===== config.mk =====
export PLATFORM = sky130hd
export DESIGN_NAME = in_service_controller_flat
export DESIGN_NICKNAME = d
export VERILOG_FILES = /design/src/rtl/in_service_if.sv /design/src/rtl/in_service_controller.sv /design/src/flat_wrapper.sv
export SDC_FILE = /design/constraint.sdc
export NUM_CORES = 1
export LEC_CHECK = 0
export CAP_MARGIN = 20
export CORE_ASPECT_RATIO = 0.9
export CORE_UTILIZATION = 58
export CTS_CLUSTER_SIZE = 30
export DETAILED_ROUTE_END_ITERATION = 6
export DONT_BUFFER_PORTS = 1
export PLACE_DENSITY = 0.86
export SLEW_MARGIN = 10
export SYNTH_ARGS = -nofsm -noshare
export SYNTH_HDL_FRONTEND = slang
export SYNTH_SLANG_ARGS = --single-unit
export TNS_END_PERCENT = 10

===== constraint.sdc =====
create_clock -name clk -period 3.72 [get_ports clk]
set_input_delay 0.744 -clock clk [delete_from_list [all_inputs] [get_ports clk]]
set_output_delay 0.744 -clock clk [all_outputs]
set_load 0.01 [all_outputs]

===== src/rtl/in_service_if.sv =====
// Bus between the interrupt controller core (resolver/IRR/data buffer side)
// and the in-service controller.
interface in_service_if;
    logic [7:0] priority_in;
    logic [2:0] priority_id;
    logic       inta_n;
    logic [4:0] vector_base;
    logic       aeoi;
    logic       eoi_valid;
    logic [2:0] eoi_cmd;
    logic [2:0] eoi_level;
    logic       int_out;
    logic [7:0] is_status;
    logic [7:0] last_serviced;
    logic [7:0] irr_clear;
    logic [7:0] data_out;
    logic       data_oe;

    modport master (
        output priority_in, priority_id, inta_n, vector_base, aeoi,
               eoi_valid, eoi_cmd, eoi_level,
        input  int_out, is_status, last_serviced, irr_clear, data_out, data_oe
    );

    modport slave (
        input  priority_in, priority_id, inta_n, vector_base, aeoi,
               eoi_valid, eoi_cmd, eoi_level,
        output int_out, is_status, last_serviced, irr_clear, data_out, data_oe
    );
endinterface


===== src/rtl/in_service_controller.sv =====
// In-service controller: two-pulse INTA handshake, ISR upkeep, OCW2 EOI and
// rotation commands. int_out is the only combinational output.
module in_service_controller (
    input  logic         clk,
    input  logic         rst,
    in_service_if.slave  bus
);
    localparam int unsigned NUM_IRQ = 8;

    localparam logic [1:0] IDLE = 2'd0;
    localparam logic [1:0] ACK1 = 2'd1;
    localparam logic [1:0] ACK2 = 2'd2;

    localparam logic [2:0] CMD_NS_EOI  = 3'b001;
    localparam logic [2:0] CMD_SP_EOI  = 3'b011;
    localparam logic [2:0] CMD_ROT_NS  = 3'b101;
    localparam logic [2:0] CMD_ROT_SP  = 3'b111;
    localparam logic [2:0] CMD_SET_PRI = 3'b110;

    logic [1:0] state, state_n;
    logic       inta_q;
    logic [2:0] sel_id, sel_id_n;
    logic       spurious, spurious_n;
    logic [7:0] is_q, is_n;
    logic [7:0] ls_q, ls_n;
    logic [7:0] irr_q, irr_n;
    logic [7:0] dout_q, dout_n;
    logic       doe_q, doe_n;

    logic       fall, rise;
    logic [7:0] is_set, is_clr;
    logic [2:0] ls_id;
    logic [2:0] scan_id;
    logic [2:0] hp_id;
    logic       hp_found;

    assign fall = inta_q & ~bus.inta_n;
    assign rise = ~inta_q & bus.inta_n;

    // Index of the current lowest-priority level.
    always_comb begin
        ls_id = 3'd0;
        for (int i = 0; i < int'(NUM_IRQ); i++) begin
            if (ls_q[i]) ls_id = 3'(i);
        end
    end

    // Highest-priority in-service level, scanning cyclically from ls_id+1.
    always_comb begin
        hp_found = 1'b0;
        hp_id    = 3'd0;
        scan_id  = 3'd0;
        for (int k = 0; k < int'(NUM_IRQ); k++) begin
            scan_id = ls_id + 3'(k) + 3'd1;
            if (!hp_found && is_q[scan_id]) begin
                hp_found = 1'b1;
                hp_id    = scan_id;
            end
        end
    end

    // Next-state, handshake and OCW2 command decode.
    always_comb begin
        state_n    = state;
        sel_id_n   = sel_id;
        spurious_n = spurious;
        is_set     = 8'd0;
        is_clr     = 8'd0;
        ls_n       = ls_q;
        irr_n      = 8'd0;
        dout_n     = dout_q;
        doe_n      = doe_q;

        case (state)
            IDLE: begin
                if (fall) begin
                    state_n = ACK1;
                    if (|bus.priority_in) begin
                        sel_id_n             = bus.priority_id;
                        spurious_n           = 1'b0;
                        is_set[bus.priority_id] = 1'b1;
                        irr_n                = bus.priority_in;
                    end else begin
                        sel_id_n   = 3'd7;
                        spurious_n = 1'b1;
                    end
                end
            end
            ACK1: begin
                doe_n = 1'b0;
                if (fall) begin
                    state_n = ACK2;
                    dout_n  = {bus.vector_base, sel_id};
                    doe_n   = 1'b1;
                end
            end
            ACK2: begin
                if (rise) begin
                    state_n = IDLE;
                    doe_n   = 1'b0;
                    if (bus.aeoi && !spurious) is_clr[sel_id] = 1'b1;
                end
            end
            default: begin
                state_n = IDLE;
                doe_n   = 1'b0;
            end
        endcase

        if (bus.eoi_valid) begin
            case (bus.eoi_cmd)
                CMD_NS_EOI: begin
                    if (hp_found) is_clr[hp_id] = 1'b1;
                end
                CMD_ROT_NS: begin
                    if (hp_found) begin
                        is_clr[hp_id] = 1'b1;
                        ls_n          = 8'd0;
                        ls_n[hp_id]   = 1'b1;
                    end
                end
                CMD_SP_EOI: begin
                    is_clr[bus.eoi_level] = 1'b1;
                end
                CMD_ROT_SP: begin
                    is_clr[bus.eoi_level] = 1'b1;
                    ls_n                  = 8'd0;
                    ls_n[bus.eoi_level]   = 1'b1;
                end
                CMD_SET_PRI: begin
                    ls_n                = 8'd0;
                    ls_n[bus.eoi_level] = 1'b1;
                end
                default: ;
            endcase
        end

        // A set on the same edge as a clear of the same bit wins.
        is_n = (is_q & ~is_clr) | is_set;
    end

    always_ff @(posedge clk) begin
        if (rst) begin
            state    <= IDLE;
            inta_q   <= 1'b1;
            sel_id   <= 3'd0;
            spurious <= 1'b0;
            is_q     <= 8'd0;
            ls_q     <= 8'h80;
            irr_q    <= 8'd0;
            dout_q   <= 8'd0;
            doe_q    <= 1'b0;
        end else begin
            state    <= state_n;
            inta_q   <= bus.inta_n;
            sel_id   <= sel_id_n;
            spurious <= spurious_n;
            is_q     <= is_n;
            ls_q     <= ls_n;
            irr_q    <= irr_n;
            dout_q   <= dout_n;
            doe_q    <= doe_n;
        end
    end

    assign bus.int_out       = (state == IDLE) && (|bus.priority_in);
    assign bus.is_status     = is_q;
    assign bus.last_serviced = ls_q;
    assign bus.irr_clear     = irr_q;
    assign bus.data_out      = dout_q;
    assign bus.data_oe       = doe_q;
endmodule


===== src/flat_wrapper.sv =====
// flat-port wrapper written by rule: the top's interface ports become plain ports
module in_service_controller_flat 
  (clk, rst, bus_priority_in, bus_priority_id, bus_inta_n, bus_vector_base, bus_aeoi, bus_eoi_valid, bus_eoi_cmd, bus_eoi_level, bus_int_out, bus_is_status, bus_last_serviced, bus_irr_clear, bus_data_out, bus_data_oe);
  in_service_if bus_i ();
  input  logic clk;
  input  logic rst;
  input wire logic [$bits(bus_i.priority_in)-1:0] bus_priority_in;
  input wire logic [$bits(bus_i.priority_id)-1:0] bus_priority_id;
  input wire logic [$bits(bus_i.inta_n)-1:0] bus_inta_n;
  input wire logic [$bits(bus_i.vector_base)-1:0] bus_vector_base;
  input wire logic [$bits(bus_i.aeoi)-1:0] bus_aeoi;
  input wire logic [$bits(bus_i.eoi_valid)-1:0] bus_eoi_valid;
  input wire logic [$bits(bus_i.eoi_cmd)-1:0] bus_eoi_cmd;
  input wire logic [$bits(bus_i.eoi_level)-1:0] bus_eoi_level;
  output wire logic [$bits(bus_i.int_out)-1:0] bus_int_out;
  output wire logic [$bits(bus_i.is_status)-1:0] bus_is_status;
  output wire logic [$bits(bus_i.last_serviced)-1:0] bus_last_serviced;
  output wire logic [$bits(bus_i.irr_clear)-1:0] bus_irr_clear;
  output wire logic [$bits(bus_i.data_out)-1:0] bus_data_out;
  output wire logic [$bits(bus_i.data_oe)-1:0] bus_data_oe;
  assign bus_i.priority_in = bus_priority_in;
  assign bus_i.priority_id = bus_priority_id;
  assign bus_i.inta_n = bus_inta_n;
  assign bus_i.vector_base = bus_vector_base;
  assign bus_i.aeoi = bus_aeoi;
  assign bus_i.eoi_valid = bus_eoi_valid;
  assign bus_i.eoi_cmd = bus_eoi_cmd;
  assign bus_i.eoi_level = bus_eoi_level;
  assign bus_int_out = bus_i.int_out;
  assign bus_is_status = bus_i.is_status;
  assign bus_last_serviced = bus_i.last_serviced;
  assign bus_irr_clear = bus_i.irr_clear;
  assign bus_data_out = bus_i.data_out;
  assign bus_data_oe = bus_i.data_oe;
  in_service_controller u_core (.clk(clk), .rst(rst), .bus(bus_i));
endmodule

==> impl_metrics.toml <==
[synth]
ys.flop_type = "dfxtp_1"
synth_top_cell_by_area = "dfxtp_1"
synth_area_um2 = 3210
synth_commonest_cells = "nand2_1 (50), dfxtp_1 (40), nor2_1 (38)"
synthArstFlopShare = 0
yosysMostFrequentCell = "nand2_1"
synth_edf_count = 0
seq_area_frac_synth = 0.250
synth_top_area_share = 0.250
synth_cell_types = 71
avgSynthCellArea_um2 = 7.45
syn_inst = 431
yosysWarnings = 0
ys_ff_latch = 40
mappedNetlistNets = 461
yosys-top-cells-area = "dfxtp_1 (25%), nand2_1 (5.8%), a21oi_1 (4.5%)"

[clock_tree]
clkTransAtPathRegs_ns = 0.08
numCtsBuffers = 5
clock_path_buffers = 2
cts_root_buf = "clkbuf_8"
cts_hold_buf = 0
h-tree-depth = 2
clock_sinks = 40
cts_tree = "yes"
clk_latency_ns = 0.30

[setup_path]
worst_path_largest_cell_delay_ns = 0.53
arrival_ns = 4.08
crit_top_cell = "buf_4"
crit_chain = "nor2b_4 > o311ai_4 > nand2_4 > ha_4 > buf_4 > xnor2_1 > buf_4 > nand3_1 > o22ai_1 > mux2i_2 > a2111oi_1 > a32oi_2 > a32oi_4 > nand3_2 > buf_4 > a211oi_1"
cp_data_required_time_ns = 3.93
worst_path_max_delay_cell = "a2111oi_1"
worstPathMaxFanout = 7
worst-setup-path-type = "flip-flop to flip-flop"
endpoint_kind = "flip-flop"
startpoint_type = "flip-flop"
critical_path.top_delay_family = "compound AO/OA/AOI/OAI gates"
crit_buf_inv = 3

[outcome]
violations = "setup timing"
status = "complete, but fails checks"

[die]
die_h_um = 72.6
die-width_um = 80.4
core_um2 = 5290
io_pins = 61
initial_core_util = 0.607
std_cell_rows = 25
die_area_um2 = 5840

[power_and_ir_drop]
p_per_area_nw_per_um2 = 1140
p_leak_nw = 1.60
peakVddDrop_v = 0.000748

[final_layout]
drive_gt1_frac = 0.243
postLayoutCoreUtil = 0.748
seq_area_um2 = 805
diodes = 0
stdcell_count = 540
syn2layout_area_growth_pct = 23.2
fin_nets = 503
multi_input_area_um2 = 2430
n_fill_cell = 362

[global_route]
grt_pass1_wl_mm = 17.3
grt_pass1_vias = 3507
grt_start_max_net_pins = 32
antenna_found_initial = 0
grt-ovfl-total = 0
grtUsageTotal = 0.385

[route]
vias_per_cell = 7.29
drtIter0Drc = 579
ant_nets = 0
wl_per_cell_um = 21.3
postRouteWirelength_mm = 11.5
vias = 3939
drc_errors = 0
drt-pass1-iter-count = 6

[sta]
fin_ws_ns = -0.157
max_freq_mhz = 258
whs_ns = 0.495
hold_violations = 0
min_period_ns = 3.88
skew_ns = 0.00537
setup_viol = 11
post-route-period-util = 1.04
slew_headroom = 0.614
max_slew.worst_pin.slew_ns = 0.576
rsz0062_at_grt = "yes"
timing.final.max_slew_violations = 0
finalSetupTns_ns = -0.786

[placed_design]
io_buffers = 0
post-dp-hpwl_mm = 8.00
place.gp.congestion = 1.04
dp_cells = 524

[worst_hold_path]
min_path_type = "flip-flop to flip-flop"

[job]
drv_cap = 0
==> sequential cells by signal, indices dropped and copies added, names as in the netlist <==
signal	count
u_core.bus.data_oe	1
u_core.bus.data_out	8
u_core.bus.irr_clear	8
u_core.bus.is_status	8
u_core.bus.last_serviced	8
u_core.inta_q	1
u_core.sel_id	3
u_core.spurious	1
u_core.state	2
==> per-layer routing <==
metal / share of wire / up-vias / track usage
met3: 0.14 / 87 / 0.125
li1: - / 1700 / -
met5: 0 / - / 0
met2: 0.44 / 353 / 0.589
met1: 0.37 / 1799 / 0.494
met4: 0.052 / 0 / 0.171
==> stage by stage <==
stage	power, mW	setup slack [ns]	instance area (µm²)
detailed placement	3.22	-0.105	3600
global placement	3.15	-0.000688	3600
finish	4.50	-0.157	3950
CTS	3.98	-0.0246	3850
floorplan	2.29	-0.0487	3260
global route	4.68	-0.284	3950
==> tightest hold or removal path, stage by stage (launching register included) <==
cell     delay (ns)
dfxtp_1        0.32
nor2_1         0.10
nor3_1         0.04
==> kinds of logic (layout without fill, tap and decap cells) <==
kind of cell,after synthesis,count (layout),synth area share
buffers and inverters,38,80,0.0491
muxes,14,14,0.0597
DFF,40,40,0.250
xor gates and xnor gates,7,7,0.0234
and+or+nand+nor,189,189,0.301
AOI/OAI and AO/OA,140,140,0.306
adders and majority gates,3,3,0.0117
==> report_power, final <==
group	leakage (nW)	total (mW)	switching (mW)	internal, mW
logic	1.20	3.53	2.01	1.52
clock network	0.0642	0.416	0.152	0.264
registers	0.328	0.557	0.0771	0.480
==> what timing repair did <==
action,in CTS,in global routing
setup buffers,8,1
gates resized for setup,13,27
setup endpoints to repair,15,16
gates cloned,0,0
pin swaps,11,12
==> path summary, 6_finish.rpt <==
kind / cells after the start / startpoint / slack, ns / end
setup / recovery: 16 / u_core.bus.last_serviced[1] / -0.16 / u_core.bus.last_serviced[5]
hold / removal: 2 / u_core.spurious / 0.49 / u_core.spurious
setup reg to reg: 16 / u_core.bus.last_serviced[1] / -0.16 / u_core.bus.last_serviced[5]
hold reg to reg: 2 / u_core.spurious / 0.49 / u_core.spurious
==> cell usage in the layout, fill, tap and decap left out, types with 3 or more instances in the layout <==
master,count
a21o_1,5
nand2_1,48
a41oi_1,4
nor3_1,12
and3_1,8
nand4_1,4
o21ai_2,3
o21ai_0,20
nor2_1,38
o221ai_1,3
nand2b_1,5
clkbuf_8,5
a211oi_2,4
a31oi_1,4
nor2b_1,9
xnor2_1,5
and2_1,12
a21oi_1,27
buf_4,56
nor4_1,3
inv_1,13
dfxtp_2,3
mux4_2,4
mux2i_1,8
a211oi_1,10
o21ai_1,3
o22ai_1,6
dfxtp_1,37
o221a_2,3
nand3_1,25
o211ai_1,9
a221oi_1,3
==> layout make-up <==
class / count / share of cell area
multi-input combinational: 353 / 0.615
sequential: 40 / 0.204
timing repair buffer: 58 / 0.112
tap: 67 / 0.0212
clock buffer: 5 / 0.0174
inverter: 15 / 0.0155
clock inverter: 2 / 0.0152
No activity file was read; power rests on OpenSTA's default activity.
